===== src/rtl/b_row_feeder_if.sv =====
// Loader/controller-facing bundle of b_row_feeder: row writes, start/hold control,
// status flags and the row stream toward the memB skew buffer.
interface b_row_feeder_if #(
    parameter int BITS_AB = 8,
    parameter int DIM     = 8
);
    logic                      wr_en;
    logic signed [BITS_AB-1:0] wr_row [DIM-1:0];
    logic                      start;
    logic                      hold;
    logic                      full;
    logic                      busy;
    logic                      done;
    logic                      en_out;
    logic signed [BITS_AB-1:0] Bout [DIM-1:0];

    modport master (
        output wr_en, wr_row, start, hold,
        input  full, busy, done, en_out, Bout
    );

    modport slave (
        input  wr_en, wr_row, start, hold,
        output full, busy, done, en_out, Bout
    );
endinterface


===== src/rtl/b_row_feeder.sv =====
// Buffers DIM rows of B, streams them one per cycle into the memB skew buffer, then
// 2*DIM-1 zero rows to drain it. Define B_FEED_TRANSPOSE_EN to stream columns instead.
module b_row_feeder #(
    parameter int BITS_AB = 8,
    parameter int DIM     = 8
) (
    input logic           clk,
    input logic           rst,
    b_row_feeder_if.slave bus
);
    localparam int AW = $clog2(DIM);
    localparam int CW = $clog2(DIM) + 1;
    localparam int FW = $clog2(2 * DIM) + 1;
    localparam logic [CW-1:0] ROWS_FULL  = CW'(DIM);
    localparam logic [CW-1:0] ROW_LAST   = CW'(DIM - 1);
    localparam logic [FW-1:0] FLUSH_LAST = FW'(2 * DIM - 1);

    typedef enum logic [1:0] {
        IDLE,
        STREAM,
        FLUSH,
        DONE
    } state_t;

    state_t                    state;
    state_t                    state_next;
    logic [CW-1:0]             count;
    logic [CW-1:0]             count_next;
    logic [CW-1:0]             row_idx;
    logic [CW-1:0]             row_idx_next;
    logic [FW-1:0]             flush_cnt;
    logic [FW-1:0]             flush_cnt_next;
    logic                      full_q;
    logic                      full_next;
    logic                      busy_q;
    logic                      busy_next;
    logic                      done_q;
    logic                      done_next;
    logic                      en_q;
    logic                      en_next;
    logic                      buf_we;
    logic [AW-1:0]             step_sel;
    logic signed [BITS_AB-1:0] bout_q    [DIM-1:0];
    logic signed [BITS_AB-1:0] bout_next [DIM-1:0];
    logic signed [BITS_AB-1:0] step_vec  [DIM-1:0];
    logic signed [BITS_AB-1:0] row_buf   [DIM-1:0][DIM-1:0];

    // Matrix storage needs no reset: a cleared row count makes old contents unreachable.
    always_ff @(posedge clk) begin
        if (buf_we) begin
            row_buf[count[AW-1:0]] <= bus.wr_row;
        end
    end

    // Index of the row (or column) that goes out on the next advancing edge.
    always_comb begin
        step_sel = '0;
        if (state == STREAM) begin
            step_sel = row_idx[AW-1:0] + AW'(1);
        end
    end

    for (genvar g = 0; g < DIM; g++) begin : g_lane
`ifdef B_FEED_TRANSPOSE_EN
        assign step_vec[g] = row_buf[g][step_sel];
`else
        assign step_vec[g] = row_buf[step_sel][g];
`endif
    end

    // Next-state and next-output logic; every output is registered below.
    always_comb begin
        state_next     = state;
        count_next     = count;
        row_idx_next   = row_idx;
        flush_cnt_next = flush_cnt;
        full_next      = full_q;
        busy_next      = busy_q;
        done_next      = 1'b0;
        en_next        = en_q;
        bout_next      = bout_q;
        buf_we         = 1'b0;

        unique case (state)
            IDLE: begin
                busy_next = 1'b0;
                en_next   = 1'b0;
                if (bus.start && full_q) begin
                    state_next   = STREAM;
                    row_idx_next = '0;
                    busy_next    = 1'b1;
                    en_next      = 1'b1;
                    bout_next    = step_vec;
                end else if (bus.wr_en && (count != ROWS_FULL)) begin
                    buf_we     = 1'b1;
                    count_next = count + CW'(1);
                    full_next  = ((count + CW'(1)) == ROWS_FULL);
                end
            end

            STREAM: begin
                if (bus.hold) begin
                    en_next = 1'b0;
                end else if (row_idx == ROW_LAST) begin
                    state_next     = FLUSH;
                    flush_cnt_next = FW'(1);
                    en_next        = 1'b1;
                    bout_next      = '{default: '0};
                end else begin
                    row_idx_next = row_idx + CW'(1);
                    en_next      = 1'b1;
                    bout_next    = step_vec;
                end
            end

            FLUSH: begin
                if (bus.hold) begin
                    en_next = 1'b0;
                end else if (flush_cnt == FLUSH_LAST) begin
                    state_next = DONE;
                    done_next  = 1'b1;
                    busy_next  = 1'b0;
                    en_next    = 1'b0;
                    bout_next  = '{default: '0};
                    count_next = '0;
                    full_next  = 1'b0;
                end else begin
                    flush_cnt_next = flush_cnt + FW'(1);
                    en_next        = 1'b1;
                end
            end

            DONE: begin
                state_next = IDLE;
                busy_next  = 1'b0;
                en_next    = 1'b0;
            end
        endcase
    end

    always_ff @(posedge clk or posedge rst) begin
        if (rst) begin
            state     <= IDLE;
            count     <= '0;
            row_idx   <= '0;
            flush_cnt <= '0;
            full_q    <= 1'b0;
            busy_q    <= 1'b0;
            done_q    <= 1'b0;
            en_q      <= 1'b0;
            bout_q    <= '{default: '0};
        end else begin
            state     <= state_next;
            count     <= count_next;
            row_idx   <= row_idx_next;
            flush_cnt <= flush_cnt_next;
            full_q    <= full_next;
            busy_q    <= busy_next;
            done_q    <= done_next;
            en_q      <= en_next;
            bout_q    <= bout_next;
        end
    end

    assign bus.full   = full_q;
    assign bus.busy   = busy_q;
    assign bus.done   = done_q;
    assign bus.en_out = en_q;
    assign bus.Bout   = bout_q;
endmodule


===== src/flat_wrapper.sv =====
// flat-port wrapper written by rule: the top's interface ports become plain ports
module b_row_feeder_flat 
#(
    parameter int BITS_AB = 8,
    parameter int DIM     = 8
)
  (clk, rst, bus_wr_en, bus_wr_row, bus_start, bus_hold, bus_full, bus_busy, bus_done, bus_en_out, bus_Bout);
  b_row_feeder_if #(.BITS_AB(BITS_AB), .DIM(DIM)) bus_i ();
  input logic clk;
  input logic rst;
  input wire logic [$bits(bus_i.wr_en)-1:0] bus_wr_en;
  input wire logic [$bits(bus_i.wr_row)-1:0] bus_wr_row;
  input wire logic [$bits(bus_i.start)-1:0] bus_start;
  input wire logic [$bits(bus_i.hold)-1:0] bus_hold;
  output wire logic [$bits(bus_i.full)-1:0] bus_full;
  output wire logic [$bits(bus_i.busy)-1:0] bus_busy;
  output wire logic [$bits(bus_i.done)-1:0] bus_done;
  output wire logic [$bits(bus_i.en_out)-1:0] bus_en_out;
  output wire logic [$bits(bus_i.Bout)-1:0] bus_Bout;
  assign bus_i.wr_en = bus_wr_en;
  assign bus_i.wr_row = {>>{bus_wr_row}};
  assign bus_i.start = bus_start;
  assign bus_i.hold = bus_hold;
  assign bus_full = bus_i.full;
  assign bus_busy = bus_i.busy;
  assign bus_done = bus_i.done;
  assign bus_en_out = bus_i.en_out;
  assign bus_Bout = {>>{bus_i.Bout}};
  b_row_feeder #(.BITS_AB(BITS_AB), .DIM(DIM)) u_core (.clk(clk), .rst(rst), .bus(bus_i));
endmodule

===== config.mk =====
export PLATFORM = sky130hd
export DESIGN_NAME = b_row_feeder_flat
export DESIGN_NICKNAME = d
export VERILOG_FILES = /design/src/rtl/b_row_feeder_if.sv /design/src/rtl/b_row_feeder.sv /design/src/flat_wrapper.sv
export SDC_FILE = /design/constraint.sdc
export NUM_CORES = 1
export LEC_CHECK = 0
export BUFFER_PORTS_ARGS = -buffer_cell sky130_fd_sc_hd__buf_2
export CAP_MARGIN = 20
export CORE_MARGIN = 2
export CORE_UTILIZATION = 45
export DETAILED_ROUTE_END_ITERATION = 12
export GPL_TIMING_DRIVEN = 0
export PLACE_DENSITY = 0.67
export SLEW_MARGIN = 20
export SYNTH_ARGS = -nofsm -noshare
export SYNTH_HDL_FRONTEND = slang
export SYNTH_SLANG_ARGS = --single-unit

===== constraint.sdc =====
create_clock -name clk -period 6.08 [get_ports clk]
set_clock_uncertainty 0.15 [all_clocks]
set_input_delay 1.216 -clock clk [delete_from_list [all_inputs] [get_ports clk]]
set_output_delay 1.216 -clock clk [all_outputs]
set_load 0.02 [all_outputs]

Word-level counts from Yosys, hierarchy flattened
Memory sizes are Yosys's and may differ from the RTL's.
Cells that the tools add are included.
{"block": "classes", "addsub": 4, "multipliers": 0, "div": 0, "n_lt_le_gt_ge": 0, "eq_ne": 16, "shift": 0, "mux": 46, "bitwise_logic": 0, "reduce_logical": 14}
{"operator": "$mux 64", "count": 5}
{"operator": "$pmux 64 s3", "count": 1}
{"operator": "$mux 4", "count": 7}
{"operator": "$mux 5", "count": 4}
{"operator": "$reduce_and 5->1", "count": 4}
{"operator": "$mux 1", "count": 16}
{"operator": "$pmux 4 s2", "count": 2}
{"operator": "$ne 2x2->1 const B", "count": 6}
{"operator": "$mux 2", "count": 5}
{"operator": "$pmux 5 s2", "count": 1}
{"operator": "$add 4x1->4 const B", "count": 2}
{"operator": "$pmux 2 s4", "count": 1}
{"operator": "$ne 2x1->1 const B", "count": 3}
{"operator": "$reduce_bool 2->1", "count": 3}
{"operator": "$reduce_bool 3->1", "count": 2}
{"operator": "$add 5x1->5 const B", "count": 1}
{"operator": "$eq 5x4->1 const B", "count": 1}
{"operator": "$eq 2x2->1 const B", "count": 2}
{"operator": "$eq 4x3->1 const B", "count": 1}
{"operator": "$eq 4x4->1 const B", "count": 1}
{"operator": "$ne 4x4->1 const B", "count": 1}
{"operator": "$pmux 1 s4", "count": 1}
{"operator": "$reduce_and 4->1", "count": 1}
{"operator": "$add 3x1->3 const B", "count": 1}
{"operator": "other kinds (7)", "count": 8}
{"block": "word_totals", "reg_bits": 83, "latchBits": 0, "mem_bits_rw": 512, "rom_bits": 0, "input_bits": 69, "out_inout_bits": 68, "word_cells": 97, "n_memories": 1}
{"name": "u_core.row_buf", "depth": 8, "width": 64, "read_ports": 1, "rd_clocked_by_memory_dff": 0, "write_ports": 1, "line": "b_row_feeder.sv:46", "source": "logic signed [BITS_AB-1:0] row_buf [DIM-1:0][DIM-1:0];"}

Longest topological paths before layout
Gate-level depths: netlist (run 1).
{"block": "depth", "depth_word": 7, "mapped_depth": 8}

Worst setup path after synthesis (run 1)
No wires, ideal clock.
{"block": "synth_timing", "path_type": "input -> register", "from": "input bus_start", "to": "memory u_core.row_buf[1][0] (netlist bit) (enable)", "setup_ps": 565, "arrival_ps": 6000, "required_ps": 5365, "slack_ps": -635, "path_stages": 4, "n_path_buf": 0, "path_cell_list": "nand2_1 > o2111a_1 > nand2_1 > nor3_1"}
{"block": "synth_via", "elab_chain_len": 5}
{"item": "start: declaration", "line": "flat_wrapper.sv:13", "source": "input wire logic [$bits(bus_i.start)-1:0] bus_start;"}
{"item": "$logic_and 1x1->1", "line": "b_row_feeder.sv:88", "source": "if (bus.start && full_q) begin"}
{"item": "$mux 1", "line": "b_row_feeder.sv:88"}
{"item": "$mux 1", "line": "b_row_feeder.sv:84", "source": "unique case (state)"}
{"item": "$mux 1", "line": "b_row_feeder.sv:50", "source": "if (buf_we) begin"}
{"item": "$mux 1 (not written as such)", "line": "b_row_feeder.sv:51", "source": "row_buf[count[AW-1:0]] <= bus.wr_row;"}
{"item": "end: declaration", "line": "b_row_feeder.sv:46"}
No other way between the ends.

Worst setup path after layout (run 1)
{"block": "layout_timing", "from": "register u_core.state[1]", "to": "register u_core.bout_q (netlist bit u_core.bus.Bout[52])"}
{"block": "layout_via", "elab_chain_len": 6}
{"item": "start: declaration", "line": "b_row_feeder.sv:25", "source": "state_t state;"}
{"item": "start signal: assignment", "line": "b_row_feeder.sv:153", "source": "state <= state_next;"}
{"item": "$eq 2x1->1", "line": "b_row_feeder.sv:58, b_row_feeder.sv:84"}
{"item": "$mux 3", "line": "b_row_feeder.sv:58", "source": "if (state == STREAM) begin"}
{"item": "$mem_v2 8x64"}
{"item": "$mux 64", "line": "b_row_feeder.sv:104", "source": "end else if (row_idx == ROW_LAST) begin"}
{"item": "$mux 64", "line": "b_row_feeder.sv:102", "source": "if (bus.hold) begin"}
{"item": "$pmux 64 s3", "line": "b_row_feeder.sv:84"}
{"item": "end signal: assignment", "line": "b_row_feeder.sv:161", "source": "bout_q <= bout_next;"}
{"item": "end: declaration", "line": "b_row_feeder.sv:43", "source": "logic signed [BITS_AB-1:0] bout_q [DIM-1:0];"}
Several ways; a longest one is shown, not always the timed one. The select of a mux whose other input is x is not followed.
A chain may end at the register's enable or synchronous reset.

==> impl_metrics.sql, run 1 <==
INSERT INTO impl_metrics (metric_group, metric, value, unit) VALUES
('cts', 'cts_buffers', '57', ''),
('place', 'placed_area', '24700', 'um^2'),
('drt', 'route.antenna.remaining_nets', '0', ''),
('floorplanning', 'boundaryPins', '137', ''),
('critical_path', 'critPathRequiredTime', '6.42', 'ns'),
('cts', 'worst_skew_pair_latency', '0.61', 'ns'),
('critical_path', 'arr_time_crit_path', '3.66', 'ns'),
('cts', 'postCtsHoldBufs', '0', ''),
('global_routing', 'grt.met2_usage', '31.9', '%'),
('sta', 'timing.final.crit_period', '3.32', 'ns'),
('sta', 'timing.final.hold_violations', '0', ''),
('outcome', 'status', 'complete, no violations', ''),
('logic_synthesis', 'synth_top_flop_cell', 'edfxtp_1', ''),
('critical_path', 'worstSetupStartpoint', 'u_core.state[1]', ''),
('global_routing', 'global_route.overflow_total', '0', ''),
('power', 'power_per_cell_area', '439', 'nW/um^2'),
('sta', 'max_freq', '301', 'MHz'),
('critical_path', 'crit_path_end', 'u_core.bus.Bout[52]', ''),
('cts', 'ctsResizeCount', '0', ''),
('logic_synthesis', 'synth.top_cell.area_share', '68.4', '%'),
('critical_path', 'worst_r2r_path_depth', '8', ''),
('sta', 'grt_setup_unrepaired', 'no', ''),
('sta', 'setup_total_negative_slack', '0', 'ns'),
('place', 'place_hpwl', '30.8', 'mm'),
('logic_synthesis', 'synth_edf_count', '512', ''),
('cts', 'ctsRootBufferMaster', 'clkbuf_16', ''),
('logic_synthesis', 'synth_top_area_cell', 'edfxtp_1', ''),
('sta', 'number_of_pins_with_negative_max_slew_slack_in_the_final_report', '0', ''),
('critical_path', 'reg2reg_setup_slack', '2.76', 'ns'),
('place', 'routabilityCongestion', '0.746', ''),
('floorplanning', 'floorplan.die_area', '51800', 'um^2'),
('sta', 'setup_failing_eps_final', '0', ''),
('cts', 'worst_setup_hold_path_clk_slew', '0.06', 'ns'),
('power', 'static-leakage-power', '9.34', 'nW'),
('min_path', 'hp-class', 'reg2reg', ''),
('finish', 'final_cell_count_no_fill', '1964', ''),
('floorplanning', 'placementRows', '81', ''),
('drt', 'remaining_drc_errors', '0', ''),
('sta', 'max-slew-margin-rel', '27.8', '%'),
('global_routing', 'grt_pass1_vias', '11701', ''),
('drt', 'vias', '11125', ''),
('cts', 'htree_levels', '2', ''),
('global_routing', 'grt_start_max_net_pins', '47', ''),
('logic_synthesis', 'yosysUniqueCellTypes', '47', ''),
('floorplanning', 'initial_cell_density_of_the_core', '45.7', '%'),
('global_routing', 'global_route_met3_usage', '4.57', '%'),
('cts', 'postCtsSetupBuffers', '0', ''),
('global_routing', 'grt_busiest_layer', 'met2', ''),
('logic_synthesis', 'post_synthesis_cell_area', '22500', 'um^2'),
('logic_synthesis', 'synth_nets', '1106', ''),
('finish', 'post-route-cell-area', '26500', 'um^2'),
('drt', 'route.detailed.wl_per_inst', '24.6', 'um'),
('critical_path', 'critical_path_capture_point_type', 'flip-flop', ''),
('global_routing', 'grt_pass1_wl', '72.6', 'mm'),
('finish', 'drive_above_1_share', '31.8', '%'),
('critical_path', 'critical_path.startpoint_type', 'flip-flop', ''),
('finish', 'finish.net_count', '1332', ''),
('floorplanning', 'die_width', '227', 'um'),
('cts', 'clock_sink_count', '595', ''),
('logic_synthesis', 'synth_sequential_area_ratio', '77.6', '%'),
('logic_synthesis', 'synthesis.area_per_instance', '21.9', 'um^2'),
('drt', 'drt_iter0_markers', '912', ''),
('place', 'numPortBuffers', '136', ''),
('power', 'totalPowerFinal', '11.6', 'mW'),
('logic_synthesis', 'synth_cells', '1024', ''),
('drt', 'avgViaCountPerCell', '5.66', ''),
('sta', 'min_period_over_period', '54.7', '%'),
('drt', 'detail_route.first_pass.iterations', '5', ''),
('logic_synthesis', 'yosys-top-cells-area', 'edfxtp_1 (68%), mux4_2 (13%), dfrtp_1 (9.2%)', ''),
('critical_path', 'critPathKind', 'reg2reg', ''),
('power', 'peakVddDrop', '0.000242', 'V');
[stage by stage]
stage | setup WS (ns) | util [%]
after floorplan | 1.08 | -
after global placement | -2.02 | 48.8
after detailed placement | 2.46 | 50.3
after CTS | 2.79 | 53.9
after global routing | 2.63 | 53.9
final | 2.76 | 53.9
[synth_stat cells (4+ instances only)]
library cell    n
buf_2          20
o31ai_1         5
dfrtp_1        83
ha_1           13
nand2_1        13
mux4_2        128
edfxtp_1      512
buf_6           6
nor2_1         12
nor2b_1         4
nor3_1          4
buf_1           4
inv_1          11
o21ai_0         5
o21ai_1         5
clkbuf_1       27
and3_1         66
a221o_1        65
[how the worst min path moves through the flow]
stage / endpoint / cells after the start
floorplan: u_core.flush_cnt[3] / 1
global placement: u_core.flush_cnt[3] / 1
detailed placement: u_core.flush_cnt[4] / 2
CTS: u_core.flush_cnt[4] / 2
global route: u_core.bus.Bout[21] / 1
finish: u_core.flush_cnt[4] / 2
[cells in the final DEF (no fill, tap or decap), drive strengths merged, types with 5 or more instances in the layout]
cell | Yosys | layout
nor2 | 12 | 12
inv | 11 | 12
and3 | 66 | 66
dfrtp | 83 | 83
ha | 13 | 13
a221o | 65 | 65
mux4 | 128 | 128
nand2 | 13 | 13
buf | 30 | 195
edfxtp | 512 | 512
clkbuf | 27 | 120
clkinv | 0 | 12
o21ai | 10 | 10
o31ai | 5 | 5
[layer usage]
metal | up-vias | wire (um)
met3 | 89 | 2970
met5 | - | 57
met1 | 5911 | 20000
met4 | 10 | 1100
met2 | 310 | 24200
li1 | 4805 | -
[critical path, cell delays in order, from the launching register on]
cell,delay (ns)
dfrtp_1,0.40
inv_1,0.14
ha_1,0.23
nor2b_1,0.32
buf_2,0.40
clkbuf_1,0.68
mux4_2,0.41
and3_1,0.20
a221o_1,0.26
[sequential cells by signal, indices dropped and copies added (netlist names)]
signal,count
u_core.row_idx,4
u_core.bus.done,1
u_core.bus.full,1
u_core.bus.busy,1
u_core.count,4
u_core.bus.Bout,64
u_core.flush_cnt,5
u_core.bus.en_out,1
u_core.row_buf,512
u_core.state,2
[area by class of cell]
class	instances	area [um^2]
Buffer	57	287
Tap cell	664	831
Antenna cell	1	2.50
Fill cell	3731	22700
Sequential cell	595	17500
Inverter	11	46.3
Clock buffer	91	1650
Multi-Input combinational cell	361	4770
Timing Repair Buffer	167	1320
Clock inverter	17	139
[logic make-up (layout without fill, tap and decap cells)]
kind of cell / Yosys count / after routing / share of synthesized area [%]
AO/OA/AOI/OAI: 103 / 103 / 4.25
XOR/XNOR: 3 / 3 / 0.117
adder cells (fa/ha/maj): 13 / 13 / 0.724
buffers and inverters: 68 / 343 / 1.45
flip-flops: 595 / 595 / 77.6
multiplexers: 134 / 134 / 13.1
other: 0 / 1 / 0
AND/OR/NAND/NOR: 108 / 108 / 2.71
[power breakdown]
part	internal [mW]	total, mW	switching (mW)	leakage, nW
Sequential	4.88	5.09	0.211	5.69
Clock	1.93	3.39	1.46	0.859
Combinational	1.31	3.14	1.83	2.80
Note: power is estimated with default switching activity, not from simulation.
==> inputs of run 2 (changes only) <==
--- a/config.mk
+++ b/config.mk
@@ -5,13 +5,14 @@
 export SDC_FILE = /design/constraint.sdc
 export NUM_CORES = 1
 export LEC_CHECK = 0
+export ABC_AREA = 1
 export BUFFER_PORTS_ARGS = -buffer_cell sky130_fd_sc_hd__buf_2
 export CAP_MARGIN = 20
 export CORE_MARGIN = 2
 export CORE_UTILIZATION = 45
 export DETAILED_ROUTE_END_ITERATION = 12
 export GPL_TIMING_DRIVEN = 0
-export PLACE_DENSITY = 0.67
+export PLACE_DENSITY = 0.65
 export SLEW_MARGIN = 20
 export SYNTH_ARGS = -nofsm -noshare
 export SYNTH_HDL_FRONTEND = slang
==> constraint.sdc (replaced) <==
create_clock -name clk -period 3.3 [get_ports clk]
set_clock_uncertainty 0.15 [all_clocks]
set_input_delay 0.66 -clock clk [delete_from_list [all_inputs] [get_ports clk]]
set_output_delay 0.66 -clock clk [all_outputs]
set_load 0.02 [all_outputs]
==> run 2 against run 1 <==
  * Via count rose by 60%
  * Power rose by 120%
  * Worst hold slack lost 0.18 ns
  * Non-clock buffer count up 83
  * First-iteration DRC count increased by 76%
  * Wire length is 39% higher
  * Utilization fell by 0.19 points
  * Area after synthesis rose by 14%
  * Critical path type unchanged
==> impl_metrics.sql, run 2 <==
INSERT INTO impl_metrics (metric_group, metric, value, unit) VALUES
('outcome', 'status', 'complete, no violations', ''),
('sta', 'fin_hold_ws', '0.143', 'ns'),
('sta', 'grt_setup_unrepaired', 'no', ''),
('logic_synthesis', 'ys_async_sr_fraction', '13.9', '%'),
('sta', 'worst_slack', '0.248', 'ns'),
('floorplanning', 'boundaryPins', '137', ''),
('critical_path', 'critPathKind', 'reg2reg', ''),
('logic_synthesis', 'synth.yosys.warnings', '0', ''),
('logic_synthesis', 'post_synthesis_cell_area', '25600', 'um^2'),
('global_routing', 'grt_start_max_net_pins', '54', ''),
('finish', 'finish.net_count', '2659', ''),
('power', 'power_per_cell_area', '837', 'nW/um^2'),
('finish', 'post-route-cell-area', '30200', 'um^2'),
('finish', 'multi_input_gate_area_in_the_final_layout', '6050', 'um^2'),
('drt', 'drt_iter0_markers', '1608', ''),
('sta', 'number_of_pins_with_negative_max_slew_slack_in_the_final_report', '0', ''),
('logic_synthesis', 'synth.top_cell.area_share', '60.1', '%'),
('drt', 'post_detailed_routing_wire_length', '67.3', 'mm'),
('flow_run', 'timing.max_cap.violations', '0', ''),
('logic_synthesis', 'synth_cells', '2349', ''),
('global_routing', 'grt_util_all_layers', '22.7', '%'),
('finish', 'drive_above_1_share', '14.2', '%'),
('logic_synthesis', 'synth_top_area_cell', 'edfxtp_1', ''),
('floorplanning', 'die-height', '242', 'um'),
('cts', 'max-clock-path-buffers', '3', ''),
('critical_path', 'arr_time_crit_path', '3.24', 'ns'),
('sta', 'min_period_over_period', '92.5', '%'),
('cts', 'cts_buffers', '60', ''),
('sta', 'max_freq', '328', 'MHz'),
('logic_synthesis', 'synthesis.area_per_instance', '10.9', 'um^2'),
('floorplanning', 'placementRows', '87', ''),
('drt', 'avgViaCountPerCell', '5.26', ''),
('place', 'place_hpwl', '44.5', 'mm'),
('cts', 'clock_sink_count', '595', ''),
('place', 'numPortBuffers', '136', ''),
('critical_path', 'worst-path-max-fanout', '14', ''),
('sta', 'timing.final.hold_violations', '0', ''),
('place', 'routabilityCongestion', '0.807', ''),
('critical_path', 'critical_path_capture_point_type', 'flip-flop', ''),
('floorplanning', 'core_area', '56300', 'um^2'),
('min_path', 'hp-class', 'in2reg', ''),
('sta', 'timing.final.crit_period', '3.05', 'ns'),
('power', 'peakVddDrop', '0.000442', 'V'),
('critical_path', 'critPathRequiredTime', '3.49', 'ns'),
('place', 'placed_area', '27900', 'um^2'),
('finish', 'area_growth', '18.2', '%'),
('sta', 'setup_failing_eps_final', '0', ''),
('cts', 'ctsRootBufferMaster', 'clkbuf_16', ''),
('logic_synthesis', 'synth_top_flop_cell', 'edfxtp_1', ''),
('floorplanning', 'die_width', '242', 'um'),
('finish', 'largest_reg_flops', '512', ''),
('sta', 'max-slew-margin-rel', '44.8', '%'),
('logic_synthesis', 'ys_seq_elements', '595', ''),
('global_routing', 'grt_pass1_wl', '103', 'mm'),
('finish', 'layout_commonest_cell', 'nand3_1', ''),
('place', 'dpl_worst_slack', '0.0681', 'ns'),
('finish', 'fill_cells', '4819', ''),
('cts', 'cts_tree', 'built', ''),
('critical_path', 'critical_path.startpoint_type', 'flip-flop', ''),
('sta', 'setup_total_negative_slack', '0', 'ns'),
('finish', 'core_occupancy_in_the_finished_layout', '53.7', '%'),
('finish', 'final_cell_count_no_fill', '3390', ''),
('finish', 'seq_area', '17500', 'um^2'),
('global_routing', 'global_route.overflow_total', '0', ''),
('cts', 'worst_setup_hold_path_clk_slew', '0.07', 'ns'),
('power', 'totalPowerFinal', '25.3', 'mW'),
('floorplanning', 'floorplan.die_area', '58800', 'um^2'),
('logic_synthesis', 'most_common_cell_in_the_synthesized_netlist', 'nand3_1', ''),
('cts', 'htree_levels', '2', ''),
('logic_synthesis', 'synth_nets', '2431', ''),
('global_routing', 'antenna_found_initial', '8', ''),
('drt', 'vias', '17834', ''),
('finish', 'most-common-layout-cells', 'nand3_1 (584), edfxtp_1 (512), nand2_1 (427), inv_1 (402), buf_2 (210)', ''),
('drt', 'route.antenna.remaining_nets', '0', ''),
('global_routing', 'grt_pass1_vias', '17732', ''),
('place', 'placed_cells_incl_taps', '3270', ''),
('power', 'static-leakage-power', '12.9', 'nW'),
('floorplanning', 'initial_cell_density_of_the_core', '45.5', '%'),
('cts', 'worst_skew_pair_latency', '0.64', 'ns'),
('logic_synthesis', 'yosysUniqueCellTypes', '26', ''),
('drt', 'remaining_drc_errors', '0', ''),
('logic_synthesis', 'netlist_top_cells_count', 'nand3_1 (584), edfxtp_1 (512), nand2_1 (430), inv_1 (404), nand3b_1 (129)', ''),
('logic_synthesis', 'yosys-top-cells-area', 'edfxtp_1 (60%), nand3_1 (11%), dfrtp_1 (8.1%)', ''),
('sta', 'tightestPinTransition', '0.826', 'ns'),
('cts', 'ctsResizeCount', '0', ''),
('drt', 'detail_route.first_pass.iterations', '6', ''),
('logic_synthesis', 'synth_edf_count', '512', ''),
('logic_synthesis', 'synth_sequential_area_ratio', '68.2', '%'),
('drt', 'route.detailed.wl_per_inst', '19.9', 'um');
## run 2: changes by cell type after synthesis, sizes merged, moves of 7 or more
cell,before,now
nand3,3,584
nand2,13,430
inv,11,406
mux4,128,0
nand3b,1,129
buf,30,96
a221o,65,0
and3,66,1
clkbuf,27,45
nor2,12,19
o21ai,10,17
## run 2: final cells by class
class	instances	share of cell area (%)
antenna	5	0.0414
buffer	141	2.17
clock buffer	77	5.62
clock inverter	37	1.95
inverter	406	5.07
multi-input combinational	1207	20.0
sequential	595	57.7
tap	756	3.13
timing repair buffer	166	4.30
## run 2: final timing paths
path,startpoint,end,slack (ns),cells after the start
min in group asynchronous,rst,u_core.bus.Bout[40],0.39,3
worst min register to register,u_core.bus.Bout[18],u_core.bus.Bout[18],0.32,2
worst max register to register,u_core.count[0],u_core.row_buf[6][47],0.25,10
worst max-delay path,u_core.count[0],u_core.row_buf[6][47],0.25,10
worst min-delay path,bus_hold,u_core.bus.done,0.14,2
max in group asynchronous,rst,u_core.bus.Bout[60],1.97,4
## run 2: power by group
group	leakage, nW	switching [mW]	internal (mW)
clock network	1.11	2.95	4.80
logic	6.13	5.80	2.34
registers	5.69	0.311	9.11
## run 2: worst max-delay path: stages, from the launching register on
cell and delay, ns:
dfrtp_1 0.46, inv_1 0.10, ha_1 0.20, nand3_1 0.11, nand2_2 0.10, nor2_2 0.15
nand2_2 0.16, nor3_4 0.71, buf_8 0.26, buf_16 0.16, buf_8 0.18
## run 2: what timing repair did
item | CTS | global route
hold buffers | 1 | 0
endpoints found under the hold margin | 30 | 0
setup buffers | 0 | 0
## run 2: kinds of logic after synthesis
group / count (synthesis) / share of synthesized area, %
AOI/OAI and AO/OA: 20 / 0.421
xor gates and xnor gates: 5 / 0.171
adders and majority gates: 13 / 0.636
buffers and inverters: 547 / 8.52
DFF: 595 / 68.2
and+or+nand+nor: 1169 / 22.0
## run 2: routing by layer
| metal | vias up | GRT usage, % | wire length (um) |
|---|---|---|---|
| li1 | 8340 | - | - |
| met1 | 8619 | 30.1 | 27900 |
| met2 | 718 | 37.8 | 32300 |
| met3 | 149 | 4.04 | 5120 |
| met4 | 8 | 8.02 | 2010 |
| met5 | - | 0 | 46 |
==> inputs of run 3 (changes only) <==
--- a/config.mk
+++ b/config.mk
@@ -6,7 +6,7 @@
 export NUM_CORES = 1
 export LEC_CHECK = 0
 export ABC_AREA = 1
-export BUFFER_PORTS_ARGS = -buffer_cell sky130_fd_sc_hd__buf_2
+export BUFFER_PORTS_ARGS = -buffer_cell sky130_fd_sc_hd__buf_4
 export CAP_MARGIN = 20
 export CORE_MARGIN = 2
 export CORE_UTILIZATION = 45
==> run 3 against run 2 <==
  * Maximum frequency grew 0.36%
  * Sequential power hardly changed
  * Largest cell class unchanged
  * Worst hold slack got worse by 0.042 ns
  * Largest power group unchanged
  * Combinational power rose by 2.6%
  * Critical endpoint is now u_core.row_buf[6][32]
  * Highest routed layer unchanged
==> impl_metrics.sql, run 3 (synthesized netlist as in run 2, its figures left out) <==
INSERT INTO impl_metrics (metric_group, metric, value, unit) VALUES
('outcome', 'status', 'complete, no violations', ''),
('critical_path', 'worst-path-max-fanout', '15', ''),
('cts', 'postCtsSetupBuffers', '0', ''),
('drt', 'detail_route.first_pass.iterations', '5', ''),
('finish', 'largest_reg_flops', '512', ''),
('global_routing', 'grt_start_max_net_pins', '53', ''),
('finish', 'post-route-cell-area', '30500', 'um^2'),
('place', 'numPortBuffers', '136', ''),
('cts', 'worst_setup_hold_path_clk_slew', '0.06', 'ns'),
('cts', 'htree_levels', '2', ''),
('sta', 'tightestPinTransition', '0.723', 'ns'),
('floorplanning', 'initial_cell_density_of_the_core', '45.5', '%'),
('power', 'power.switching', '9.08', 'mW'),
('sta', 'fin_hold_ws', '0.101', 'ns'),
('floorplanning', 'core_area', '56300', 'um^2'),
('power', 'internal_power', '16.3', 'mW'),
('sta', 'min_period_over_period', '92.2', '%'),
('power', 'pwr-share-comb', '32.9', '%'),
('finish', 'fill_cells', '4756', ''),
('global_routing', 'grt_pass1_vias', '17683', ''),
('floorplanning', 'boundaryPins', '137', ''),
('critical_path', 'critical_path_capture_point_type', 'flip-flop', ''),
('cts', 'ctsRootBufferMaster', 'clkbuf_16', ''),
('floorplanning', 'die-height', '242', 'um'),
('power', 'clock_share_of_power', '30.0', '%'),
('sta', 'max-slew-margin-rel', '51.6', '%'),
('power', 'power_per_cell_area', '833', 'nW/um^2'),
('min_path', 'hp-class', 'in2reg', ''),
('global_routing', 'antenna_found_initial', '3', ''),
('floorplanning', 'die_width', '242', 'um'),
('critical_path', 'arr_time_crit_path', '3.21', 'ns'),
('global_routing', 'grt_pass1_wl', '103', 'mm'),
('floorplanning', 'floorplan.die_area', '58800', 'um^2'),
('cts', 'ctsResizeCount', '0', ''),
('finish', 'seq_area', '17500', 'um^2'),
('drt', 'route.antenna.remaining_nets', '0', ''),
('power', 'share_seq_of_total_power', '37.2', '%'),
('sta', 'worst_slack', '0.259', 'ns'),
('global_routing', 'grt_util_all_layers', '22.7', '%'),
('floorplanning', 'placementRows', '87', ''),
('drt', 'drt_iter0_markers', '1672', ''),
('drt', 'route.detailed.wl_per_inst', '19.8', 'um'),
('sta', 'number_of_pins_with_negative_max_slew_slack_in_the_final_report', '0', ''),
('critical_path', 'critPathRequiredTime', '3.47', 'ns'),
('critical_path', 'reg2reg_setup_slack', '0.26', 'ns'),
('cts', 'cts_tree', 'built', ''),
('finish', 'layout_commonest_cell', 'nand3_1', ''),
('cts', 'max-clock-path-buffers', '3', ''),
('power', 'peakVddDrop', '0.000561', 'V'),
('sta', 'setup_failing_eps_final', '0', ''),
('place', 'dpl_worst_slack', '0.162', 'ns'),
('drt', 'vias', '17741', ''),
('sta', 'max_freq', '329', 'MHz'),
('sta', 'grt_setup_unrepaired', 'no', ''),
('finish', 'multi_input_gate_area_in_the_final_layout', '6050', 'um^2'),
('finish', 'finish.net_count', '2660', ''),
('power', 'swShare', '35.7', '%'),
('drt', 'remaining_drc_errors', '0', ''),
('cts', 'worst_skew_pair_latency', '0.63', 'ns'),
('cts', 'clock_sink_count', '595', ''),
('global_routing', 'global_route.overflow_total', '0', ''),
('sta', 'timing.final.hold_violations', '0', ''),
('sta', 'timing.final.crit_period', '3.04', 'ns'),
('place', 'placed_area', '28300', 'um^2'),
('critical_path', 'critPathKind', 'reg2reg', ''),
('finish', 'drive_above_1_share', '14.3', '%'),
('sta', 'setup_total_negative_slack', '0', 'ns'),
('drt', 'post_detailed_routing_wire_length', '67.0', 'mm'),
('critical_path', 'critical_path.startpoint_type', 'flip-flop', ''),
('cts', 'cts_buffers', '61', ''),
('power', 'totalPowerFinal', '25.4', 'mW'),
('power', 'static-leakage-power', '13.0', 'nW'),
('flow_run', 'timing.max_cap.violations', '0', ''),
('place', 'place_hpwl', '44.2', 'mm'),
('finish', 'area_growth', '19.3', '%'),
('drt', 'avgViaCountPerCell', '5.24', ''),
('place', 'routabilityCongestion', '0.816', ''),
('finish', 'most-common-layout-cells', 'nand3_1 (584), edfxtp_1 (512), nand2_1 (427), inv_1 (402), buf_4 (145)', '');
run 3: metal layers:
metal	GRT usage (%)	share of wire [%]
met5	0	0.051
met4	6.97	2.6
met3	4.03	7.4
met2	38.3	49
met1	30.0	41
run 3: area by class of cell:
type	instances	share of cell area (%)
flip-flops and latches	595	57.2
well taps	756	3.10
inverters	406	5.02
multi-input cells	1207	19.8
clock buffers	66	5.24
clock inverters	49	2.10
plain buffers	141	2.15
diodes	2	0.0164
repair buffers	166	5.36
run 3: path summary, 6_finish.rpt:
check                      cells after the start                    end          startpoint
hold reg to reg                                2     u_core.bus.Bout[8]  u_core.bus.Bout[8]
hold / removal                                 2        u_core.bus.done            bus_hold
setup reg to reg                              10  u_core.row_buf[6][32]     u_core.count[0]
setup / recovery                              10  u_core.row_buf[6][32]     u_core.count[0]
max in group asynchronous                      4    u_core.flush_cnt[1]                 rst
min in group asynchronous                      3    u_core.bus.Bout[40]                 rst
run 3: what timing repair did:
| action | CTS | global route |
|---|---|---|
| endpoints found under the hold margin | 31 | 0 |
| hold buffers | 1 | 0 |
| setup endpoints to repair | 0 | 15 |
run 3: worst max-delay path, cell delays in order, from the launching register on:
cell and delay [ns]:
dfrtp_1 0.48, inv_1 0.11, ha_1 0.20, nand3_1 0.12, nand2_2 0.11, nor2_2 0.16
nand2_2 0.17, nor3_4 0.57, buf_6 0.29, buf_8 0.18, buf_8 0.19
run 3: power by group through the flow:
| stage | logic (mW) | clock network [mW] | registers (mW) |
|---|---|---|---|
| floorplan | 4.66 | 0 | 9.98 |
| global route | 9.17 | 8.01 | 9.52 |
| global placement | 7.98 | 0 | 9.62 |
| finish | 8.35 | 7.61 | 9.44 |
| CTS | 8.40 | 7.70 | 9.44 |
| detailed placement | 8.35 | 0 | 9.59 |
run 3: per-stage QoR:
step,utilization (%),instances
2_1_floorplan,-,2349
3_3_place_gp,49.1,3241
3_5_place_dp,50.2,3270
4_1_cts,54.2,3386
5_1_grt,54.2,3386
6_report,54.2,3388
